===== config.mk =====
export PLATFORM = sky130hd
export DESIGN_NAME = mips_prog_loader
export DESIGN_NICKNAME = d
export VERILOG_FILES = /design/src/rtl/mips_prog_loader.sv
export SDC_FILE = /design/constraint.sdc
export NUM_CORES = 1
export LEC_CHECK = 0
export ABC_AREA = 0
export CORE_MARGIN = 3
export CORE_UTILIZATION = 51
export CTS_CLUSTER_SIZE = 28
export DETAILED_ROUTE_END_ITERATION = 8
export PLACE_DENSITY = 0.76
export SKIP_LAST_GASP = 1
export SYNTH_ARGS = -nofsm -noshare
export SYNTH_HDL_FRONTEND = slang
export SYNTH_SLANG_ARGS = --single-unit

===== constraint.sdc =====
create_clock -name clk -period 4.25 [get_ports clk]
set_clock_uncertainty 0.05 [all_clocks]
set_input_delay 0.425 -clock clk [delete_from_list [all_inputs] [get_ports clk]]
set_output_delay 0.425 -clock clk [all_outputs]
set_load 0.02 [all_outputs]

===== src/rtl/mips_prog_loader.sv =====
// Byte-stream program loader: frames -> big-endian words -> memory writes,
// holding the core until a frame checksums good, then releasing it at BASE.
module mips_prog_loader #(
  parameter int ADDR_W = 10
) (
  input  logic              clk,
  input  logic              reset,
  input  logic              in_valid,
  input  logic [7:0]        in_data,
  output logic              in_ready,
  output logic              mem_we,
  output logic [ADDR_W-1:0] mem_addr,
  output logic [31:0]       mem_wdata,
  output logic              cpu_hold,
  output logic              cpu_start,
  output logic [31:0]       cpu_pc,
  output logic              done,
  output logic              err
);

  typedef enum logic [3:0] {
    S_SYNC,
    S_ADDR_HI,
    S_ADDR_LO,
    S_CNT_HI,
    S_CNT_LO,
    S_DATA,
    S_CHK,
    S_START,
    S_ERR
  } state_t;

  localparam logic [16:0] LIM = 17'(2 ** ADDR_W);

  state_t            state_q;
  logic [15:0]       base_q;
  logic [15:0]       cnt_q;
  logic [15:0]       widx_q;
  logic [1:0]        bcnt_q;
  logic [23:0]       word_q;
  logic [7:0]        xor_q;
  logic              mem_we_q;
  logic [ADDR_W-1:0] mem_addr_q;
  logic [31:0]       mem_wdata_q;
  logic              cpu_hold_q;
  logic              cpu_start_q;
  logic [31:0]       cpu_pc_q;
  logic              done_q;
  logic              err_q;

  logic              acc;
  logic [15:0]       cnt_d;
  logic [16:0]       end_d;
  logic              range_bad;
  logic [31:0]       word_d;
  logic [ADDR_W-1:0] addr_d;

  assign acc       = in_valid & in_ready;
  assign cnt_d     = {cnt_q[15:8], in_data};
  // 17-bit sum so a frame running past the top of memory cannot wrap
  assign end_d     = {1'b0, base_q} + {1'b0, cnt_d};
  assign range_bad = ({1'b0, base_q} >= LIM) || (end_d > LIM);
  assign word_d    = {word_q, in_data};
  assign addr_d    = base_q[ADDR_W-1:0] + widx_q[ADDR_W-1:0];

  assign in_ready  = ~reset & (state_q != S_START) & (state_q != S_ERR);
  assign mem_we    = mem_we_q;
  assign mem_addr  = mem_addr_q;
  assign mem_wdata = mem_wdata_q;
  assign cpu_hold  = cpu_hold_q;
  assign cpu_start = cpu_start_q;
  assign cpu_pc    = cpu_pc_q;
  assign done      = done_q;
  assign err       = err_q;

  always_ff @(posedge clk or posedge reset) begin
    if (reset) begin
      state_q     <= S_SYNC;
      base_q      <= '0;
      cnt_q       <= '0;
      widx_q      <= '0;
      bcnt_q      <= '0;
      word_q      <= '0;
      xor_q       <= '0;
      mem_we_q    <= 1'b0;
      mem_addr_q  <= '0;
      mem_wdata_q <= '0;
      cpu_hold_q  <= 1'b1;
      cpu_start_q <= 1'b0;
      cpu_pc_q    <= '0;
      done_q      <= 1'b0;
      err_q       <= 1'b0;
    end else begin
      mem_we_q    <= 1'b0;
      cpu_start_q <= 1'b0;
      unique case (state_q)
        S_SYNC: if (acc && in_data == 8'hA5) begin
          state_q    <= S_ADDR_HI;
          cpu_hold_q <= 1'b1;
          done_q     <= 1'b0;
          err_q      <= 1'b0;
          xor_q      <= '0;
          widx_q     <= '0;
          bcnt_q     <= '0;
        end
        S_ADDR_HI: if (acc) begin
          base_q[15:8] <= in_data;
          state_q      <= S_ADDR_LO;
        end
        S_ADDR_LO: if (acc) begin
          base_q[7:0] <= in_data;
          state_q     <= S_CNT_HI;
        end
        S_CNT_HI: if (acc) begin
          cnt_q[15:8] <= in_data;
          state_q     <= S_CNT_LO;
        end
        S_CNT_LO: if (acc) begin
          cnt_q <= cnt_d;
          if (range_bad) begin
            state_q <= S_ERR;
            err_q   <= 1'b1;
          end else if (cnt_d == 16'd0) begin
            state_q <= S_CHK;
          end else begin
            state_q <= S_DATA;
          end
        end
        S_DATA: if (acc) begin
          word_q <= word_d[23:0];
          bcnt_q <= bcnt_q + 2'd1;
          xor_q  <= xor_q ^ in_data;
          if (bcnt_q == 2'd3) begin
            mem_we_q    <= 1'b1;
            mem_addr_q  <= addr_d;
            mem_wdata_q <= word_d;
            widx_q      <= widx_q + 16'd1;
            if (widx_q + 16'd1 == cnt_q) state_q <= S_CHK;
          end
        end
        S_CHK: if (acc) begin
          if (in_data == xor_q) begin
            state_q     <= S_START;
            cpu_start_q <= 1'b1;
            cpu_hold_q  <= 1'b0;
            done_q      <= 1'b1;
            cpu_pc_q    <= {16'd0, base_q};
          end else begin
            state_q <= S_ERR;
            err_q   <= 1'b1;
          end
        end
        S_START: state_q <= S_SYNC;
        S_ERR:   state_q <= S_SYNC;
        default: state_q <= S_SYNC;
      endcase
    end
  end

endmodule


## Word-level counts from Yosys, hierarchy flattened

Cells that the tools add are included.

| storage, ports and cells | value |
|---|---|
| word-level logic and storage cells | 116 |
| input bits | 11 |
| output and inout port bits | 80 |
| bits in registers | 149 |

| operators by class | value |
|---|---|
| equality and inequality tests | 24 |
| reductions and logical operators | 19 |
| mux-type cells | 44 |
| add/subtract/negate cells | 4 |
| $lt $le $gt $ge | 2 |
| bitwise gates (word level) | 6 |

Operator list:

| kind | count |
|---|---|
| 2-to-1 mux 16 bit | 3 |
| 2-to-1 mux 4 bit | 11 |
| one-hot mux 16 bit (2 select lines) | 1 |
| one-hot mux 8 bit (2 select lines) | 2 |
| one-hot mux 4 bit (7 select lines) | 1 |
| 2-to-1 mux 8 bit | 3 |
| != test 2 bit, second input constant | 12 |
| adder 16 x 16 -> 17 bit | 1 |
| greater-than comparator 17 x 11 -> 1 bit, second input constant | 1 |
| adder 16 x 1 -> 16 bit, second input constant | 1 |
| == test 16 bit | 1 |
| greater-or-equal comparator 16 x 11 -> 1 bit, second input constant | 1 |
| logical NOT 16 bit | 1 |
| 2-to-1 mux 1 bit | 16 |
| == test 4 x 3 -> 1 bit, second input constant | 3 |
| AND reduction 3 bit | 4 |
| adder 10 bit | 1 |
| AND reduction 9 bit | 1 |
| == test 4 x 2 -> 1 bit, second input constant | 2 |
| == test 8 bit | 1 |
| == test 8 bit, second input constant | 1 |
| AND reduction 2 bit | 4 |
| AND reduction 4 bit | 2 |
| bitwise XOR 8 bit | 1 |
| 17 further kinds | 24 |

## Depth between registers and ports, before layout

Gate-level depths: netlist (run 1).

| logic depth | value |
|---|---|
| word-level depth | 7 |
| gate-level depth with buffers | 11 |
| mapped depth without buffers | 11 |

## Least setup slack after synthesis (run 1)

No wires, ideal clock.

| timing | value |
|---|---|
| path kind | input to register |
| start | input port reset |
| end | register widx_q[8] |
| required time | 4,063 ps |
| arrival time | 5,870 ps |
| cell stages on the path | 9 |
| setup time | 137 ps |
| path slack | -1,807 ps |
| path buffers | 1 |
| cells stage by stage | inv_1 > nand4_1 > nor2_1 > nand2_1 > nand2_1 > clkbuf_1 > o21ai_0 > nand2_1 > o21ai_0 |

| on the way | value |
|---|---|
| word-level cells in the longest chain between the ends | 7 |
| elaborated cells between the ends (all ways) | 8 |
| those cells by class | 2 x eq/ne; 4 x bitwise; 2 x reduce/logical |

Ends and longest elaborated chain:

| element | RTL line | RTL |
|---|---|---|
| from (decl) | 7 | `input logic reset,` |
| NOT 1 bit (*) | 66 | `assign in_ready = ~reset & (state_q != S_START) & (state_q != S_ERR);` |
| AND 1 bit (*) (2 in a row) | 66 |  |
| AND 1 bit (*) | 58 | `assign acc = in_valid & in_ready;` |
| logical AND 1 bit | 97 | `S_SYNC: if (acc && in_data == 8'hA5) begin` |
| != test 2 bit (no source line) | -- |  |
| AND reduction 4 bit (no source line) (*) | -- |  |
| to (signal assigned) | 137 | `widx_q <= widx_q + 16'd1;` |
| to (decl) | 38 | `logic [15:0] widx_q;` |

Mark *: on every way between the ends. The rest lies on a longest branch, timed or not.
A chain may end at the register's enable or synchronous reset.

## Worst setup path after layout (run 1)

| timing | value |
|---|---|
| start | input port in_data[0] |
| end | register err_q (netlist: err) |

| on the way | value |
|---|---|
| word-level cells in the longest chain between the ends | 5 |
| elaborated cells between the ends (all ways) | 10 |
| those cells by class | 1 x add/sub; 1 x order compare; 5 x eq/ne; 3 x reduce/logical |

Ends and longest elaborated chain:

| element | RTL line | RTL |
|---|---|---|
| from (decl) | 9 | `input logic [7:0] in_data,` |
| adder 16 x 16 -> 17 bit | 61 | `assign end_d = {1'b0, base_q} + {1'b0, cnt_d};` |
| greater-than comparator 17 x 11 -> 1 bit | 62 | `assign range_bad = ({1'b0, base_q} >= LIM) \|\| (end_d > LIM);` |
| logical OR 1 bit | 62 |  |
| != test 2 bit (no source line) | -- |  |
| AND reduction 6 bit (no source line) (*) | -- |  |
| to (signal assigned) | 92 | `err_q <= 1'b0;` |
| to (signal assigned) | 101 | `err_q <= 1'b0;` |
| to (signal assigned) | 122 | `err_q <= 1'b1;` |
| to (decl) | 49 | `logic err_q;` |

Marks and branches as above.

==> results of run 1 <==
[cells by family (layout without fill, tap and decap cells)]
group           after synthesis  after routing  synth area share [%]
compound gates              144            144                  11.8
xor+xnor                     45             45                  4.96
fa+ha+maj                    29             29                  4.76
buf+inv                      71            132                  4.21
flops                       149            149                  47.0
mux                          51             51                  7.19
other cells                   1             16                0.0472
simple gates                360            360                  20.0
[final timing paths]
path	from	end	slack, ns
worst max-delay path	in_data[0]	err	0.64
worst min-delay path	reset	cpu_pc[14]	0.40
worst max register to register	base_q[0]	err	0.66
worst min register to register	word_q[22]	mem_wdata[30]	0.42
max in group asynchronous	reset	base_q[1]	2.70
min in group clk	word_q[22]	mem_wdata[30]	0.42
[critical path, cell delays in order]
cell,delay (ns)
clkdlybuf4s50_1,0.42
ha_1,0.26
fa_1,0.43
a211o_1,0.34
a221oi_2,0.32
mux2i_1,0.25
nand4b_2,0.13
or4_4,0.51
a2111oi_4,0.39
o211ai_2,0.17
a22o_1,0.22
[layout make-up]
type / count / area share, %
Clock buffer: 20 / 4.74
Clock inverter: 11 / 1.83
Inverter: 14 / 0.597
Multi-Input combinational cell: 645 / 41.8
Sequential cell: 149 / 39.6
Tap cell: 184 / 2.44
Timing Repair Buffer: 87 / 9.02
[cell usage in the layout (no fill, tap or decap), drive strengths merged, types with 6 or more instances in the layout]
cell           instances
nor3                  17
nor4                   7
xnor2                 23
buf                   13
and4                   6
dfrtp                148
nor2                  33
conb                  16
o21ai                 65
a21oi                 24
nand3                 14
a21o                   7
xor2                  22
mux2                  48
nand4                 13
nand2                237
inv                   16
ha                    27
clkdlybuf4s50         74
clkbuf                20
o21a                   6
o31ai                 10
nor2b                  7
[per-layer routing]
layer / up-vias / global-route usage [%] / share of wire (%)
met4: 0 / 9.01 / 2.7
met1: 3092 / 32.5 / 45
met3: 44 / 4.80 / 5.0
met5: - / 0 / 0
met2: 204 / 35.7 / 47
li1: 3016 / - / -
[sequential cells by signal, summed over array words and instances, names as in the netlist, 2 cells and up]
register and count:
xor_q 8, mem_addr 10, cnt_q 16, widx_q 16, cpu_pc 16, mem_wdata 32
bcnt_q 2, word_q 24, base_q 16, state_q 4
[power breakdown]
part | internal, mW | leakage [nW] | switching [mW] | total [mW]
Clock | 0.999 | 0.301 | 0.590 | 1.59
Sequential | 1.56 | 2.05 | 0.234 | 1.80
Combinational | 0.650 | 2.20 | 0.824 | 1.47
[cell usage after synthesis (all sizes together) (3+ instances only)]
cell    count
mux2       48
nor3       17
o211ai      4
nor2b       7
xnor2      23
nand3      14
or3         3
inv        14
nor4        7
clkbuf     31
a21o        7
o21ai      65
nand2     237
xor2       22
nor2       33
o211a       3
o31ai      10
and4        6
and3        5
buf        26
dfrtp     148
nand2b      3
nor3b       3
ha         27
mux2i       3
o21a        6
a21oi      24
nand4      13
a31oi       5
==> flow_summary.toml, run 1 <==
[synth]
synth_cell_type_count = 61
yosysWarnings = 0
synth-edff-count = 0
avgSynthCellArea_um2 = 9.34
synth_top_area_share_pct = 46.6
syn-cell-area_um2 = 7940
ys_ff_latch = 149
ys_seq_area_share_pct = 47.0
synth.area.top_cells = "dfrtp_1, nand2_1, mux2_2"
synth_top_flop_cell = "dfrtp_1"
synthCells = 850
synthArstFlopShare_pct = 100
yosysTopAreaCell = "dfrtp_1"

[sta]
tightestPinTransition_ns = 1.03
setup_tns_ns = 0
hold_slack_ns = 0.404
setup_ws_ns = 0.637
setup_viol = 0
fmax_mhz = 277
relSlewSlack_pct = 31.1
rsz0062_at_grt = "no"
min_period_ns = 3.61
report.final.slew_viol_count = 0
hold_violations = 0
fin_crit_sh_pct = 85.0

[routing]
drt-wirelength-per-cell_um = 17.3
drc = 0
vias = 6356
finalWirelength_um = 19200
ant_nets = 0
drt_iter0_drc = 443
viasPerCell = 5.73
dr.pass1.iters = 5

[grt]
grt_pass1_wl_um = 31100
antenna_found_initial = 0
grt_pass1_vias = 6030
grt_usage_pct = 23.2
overflow = 0
grt_max_degree = 138

[floorplan]
coreArea_um2 = 14900
dieHeight_um = 131
rows = 44
fp.dieW_um = 131
num_io_pins = 91
die_area_um2 = 17100
start_util_pct = 53.4

[final_layout]
n_antenna_cell = 0
drive_above_1_share_pct = 11.8
seq_area_um2 = 3730
layout.cells.non_filler = 1110
finish.instance_area_um2 = 9430
nNetsFinal = 954
fin_util_pct = 63.4
multi_input_area_um2 = 3940
syn2layout_area_growth_pct = 18.8
fillCellCount = 1252

[placement]
port_buffers = 74
dpl-instance-area_um2 = 8810
gp_congestion = 0.869
dp_cells = 1079
pre_cts_slack_ns = 0.208
hpwlAfterDp_um = 12600

[clocking]
clock_path_buffers = 2
cts_resized = 0
htree_levels = 4
cts_hold_buf = 0
post_cts_buffers = 0
path_clk_slew_ns = 0.06
tritoncts = "yes"
numCtsBuffers = 17
clk_latency_ns = 0.43
cts_root_buffer = "clkbuf_16"
cts_num_sinks = 149

[run_status]
status = "completed"

[worst_setup_path]
critPathLaunchType = "input port"
required_ns = 4.51
r2r_cells = 10
cp.arrival_ns = 3.87
end_kind = "register"
crit_type = "input port to register"
worstPathMaxFanout = 3

[pwr]
cellPowerDensity_nw_per_um2 = 516
p_leak_nw = 4.55
ir_drop_v = 0.000294
p_total_mw = 4.86

[min_path]
hold_path.class = "input port to async pin"

[job]
max_cap_violations = 0
Power figures use the tool's default switching activity.
==> run 2: changes to the inputs <==
--- a/config.mk
+++ b/config.mk
@@ -11,6 +11,7 @@
 export CTS_CLUSTER_SIZE = 28
 export DETAILED_ROUTE_END_ITERATION = 8
 export PLACE_DENSITY = 0.76
+export SKIP_CTS_REPAIR_TIMING = 1
 export SKIP_LAST_GASP = 1
 export SYNTH_ARGS = -nofsm -noshare
 export SYNTH_HDL_FRONTEND = slang
==> results of run 2 <==
Final layout, timing and power as in run 1 (identical DEF).
==> run 3: changes to the inputs <==
--- a/config.mk
+++ b/config.mk
@@ -11,8 +11,10 @@
 export CTS_CLUSTER_SIZE = 28
 export DETAILED_ROUTE_END_ITERATION = 8
 export PLACE_DENSITY = 0.76
+export RECOVER_POWER = 100
 export SKIP_CTS_REPAIR_TIMING = 1
 export SKIP_LAST_GASP = 1
 export SYNTH_ARGS = -nofsm -noshare
 export SYNTH_HDL_FRONTEND = slang
 export SYNTH_SLANG_ARGS = --single-unit
+export TNS_END_PERCENT = 20
==> run 3 against run 2 <==
  * The flow now finishes with violations (max-capacitance violations, max-slew violations)
  * Non-clock buffer count rose by 2
  * Largest cell class unchanged
  * Worst hold slack improved by 0.0054 ns
  * Sequential share of layout area grew 0.39 points
  * Critical path type unchanged
==> flow_summary.toml, run 3 (same netlist as run 1, synthesis figures left out) <==
[min_path]
hold_path.class = "register to register"

[floorplan]
coreArea_um2 = 14900
die_area_um2 = 17100
start_util_pct = 53.4
num_io_pins = 91
dieHeight_um = 131
fp.dieW_um = 131
rows = 44

[routing]
drt-wirelength-per-cell_um = 16.8
drc = 0
vias = 6295
ant_nets = 0
dr.pass1.iters = 7
finalWirelength_um = 18700
drt_iter0_drc = 403
viasPerCell = 5.66

[clocking]
clk_latency_ns = 0.42
htree_levels = 4
path_clk_slew_ns = 0.06
cts_num_sinks = 149
cts_root_buffer = "clkbuf_16"
numCtsBuffers = 17
tritoncts = "yes"
clock_path_buffers = 2

[pwr]
cellPowerDensity_nw_per_um2 = 500
p_leak_nw = 4.72
ir_drop_v = 0.000304
p_total_mw = 4.67

[grt]
grt_usage_pct = 22.7
grt_pass1_vias = 5988
overflow = 0
grt_max_degree = 80
antenna_found_initial = 0
grt_pass1_wl_um = 30600

[job]
max_cap_violations = 1

[sta]
tightestPinTransition_ns = 1.89
hold_violations = 0
min_period_ns = 3.80
relSlewSlack_pct = -26.2
fin_crit_sh_pct = 89.5
rsz0062_at_grt = "no"
report.final.slew_viol_count = 80
setup_viol = 0
fmax_mhz = 263
hold_slack_ns = 0.410

[final_layout]
nNetsFinal = 956
syn2layout_area_growth_pct = 17.6
layout.cells.non_filler = 1113
fin_util_pct = 62.8
finish.instance_area_um2 = 9340
drive_above_1_share_pct = 11.5
largest_reg_flops = 32
n_antenna_cell = 0
final_cell_mix = "nand2_1, dfrtp_1, dlygate4sd3_1, o21ai_0, mux2_2"
layout_commonest_cell = "nand2_1"

[worst_setup_path]
required_ns = 4.51
critPathLaunchType = "input port"
cp.arrival_ns = 4.06
worstPathMaxFanout = 11
crit_type = "input port to register"
end_kind = "register"

[run_status]
status = "finished, violations left"
violations = "max-capacitance violations, max-slew violations"

[placement]
port_buffers = 74
gp_congestion = 0.888
dpl-instance-area_um2 = 8810
dp_cells = 1081
hpwlAfterDp_um = 12700
-- run 3: path summary, 6_finish.rpt --
path	startpoint	end	slack, ns	depth (start not counted)
max	in_data[1]	err	0.45	11
min	word_q[21]	mem_wdata[29]	0.41	2
max reg2reg	state_q[1]	widx_q[4]	0.51	9
min reg2reg	word_q[21]	mem_wdata[29]	0.41	2
max in group asynchronous	reset	cpu_pc[0]	1.06	4
min in group asynchronous	reset	word_q[3]	0.80	3
-- run 3: worst max-delay path: stages --
cell           delay (ns)
dlygate4sd3_1        0.59
clkbuf_1             0.56
ha_1                 0.38
a211oi_4             0.31
o211ai_1             0.22
a41oi_2              0.23
xnor2_1              0.08
or4_4                0.44
a2111oi_4            0.41
o211ai_2             0.18
a22o_1               0.23
-- run 3: layer usage --
layer / GRT usage, % / vias to the layer above / part of all wire (%)
li1: - / 3030 / -
met1: 32.0 / 3088 / 47
met2: 35.7 / 151 / 47
met3: 4.23 / 26 / 3.8
met4: 7.62 / 0 / 1.8
met5: 0 / - / 0
-- run 3: report_power, final --
group          internal [mW]  leakage, nW  total [mW]  switching, mW
sequential              1.56         2.05        1.79          0.229
combinational          0.644         2.41        1.46          0.817
clock                  0.776        0.263        1.41          0.636
-- run 3: area by class of cell --
type                            instances  area (um2)
Clock buffer                           18         439
Timing Repair Buffer                   89         833
Inverter                               14        53.8
Tap cell                              184         230
Clock inverter                         14         119
Multi-Input combinational cell        645        3930
Fill cell                            1237        5530
Sequential cell                       149        3730
-- run 3: through the flow --
step	setup TNS (ns)	setup slack, ns
3_3_place_gp	0	0.219
5_1_grt	0	0.253
4_1_cts	0	0.582
3_5_place_dp	0	0.189
6_report	0	0.447
2_1_floorplan	-6.05	-0.0941
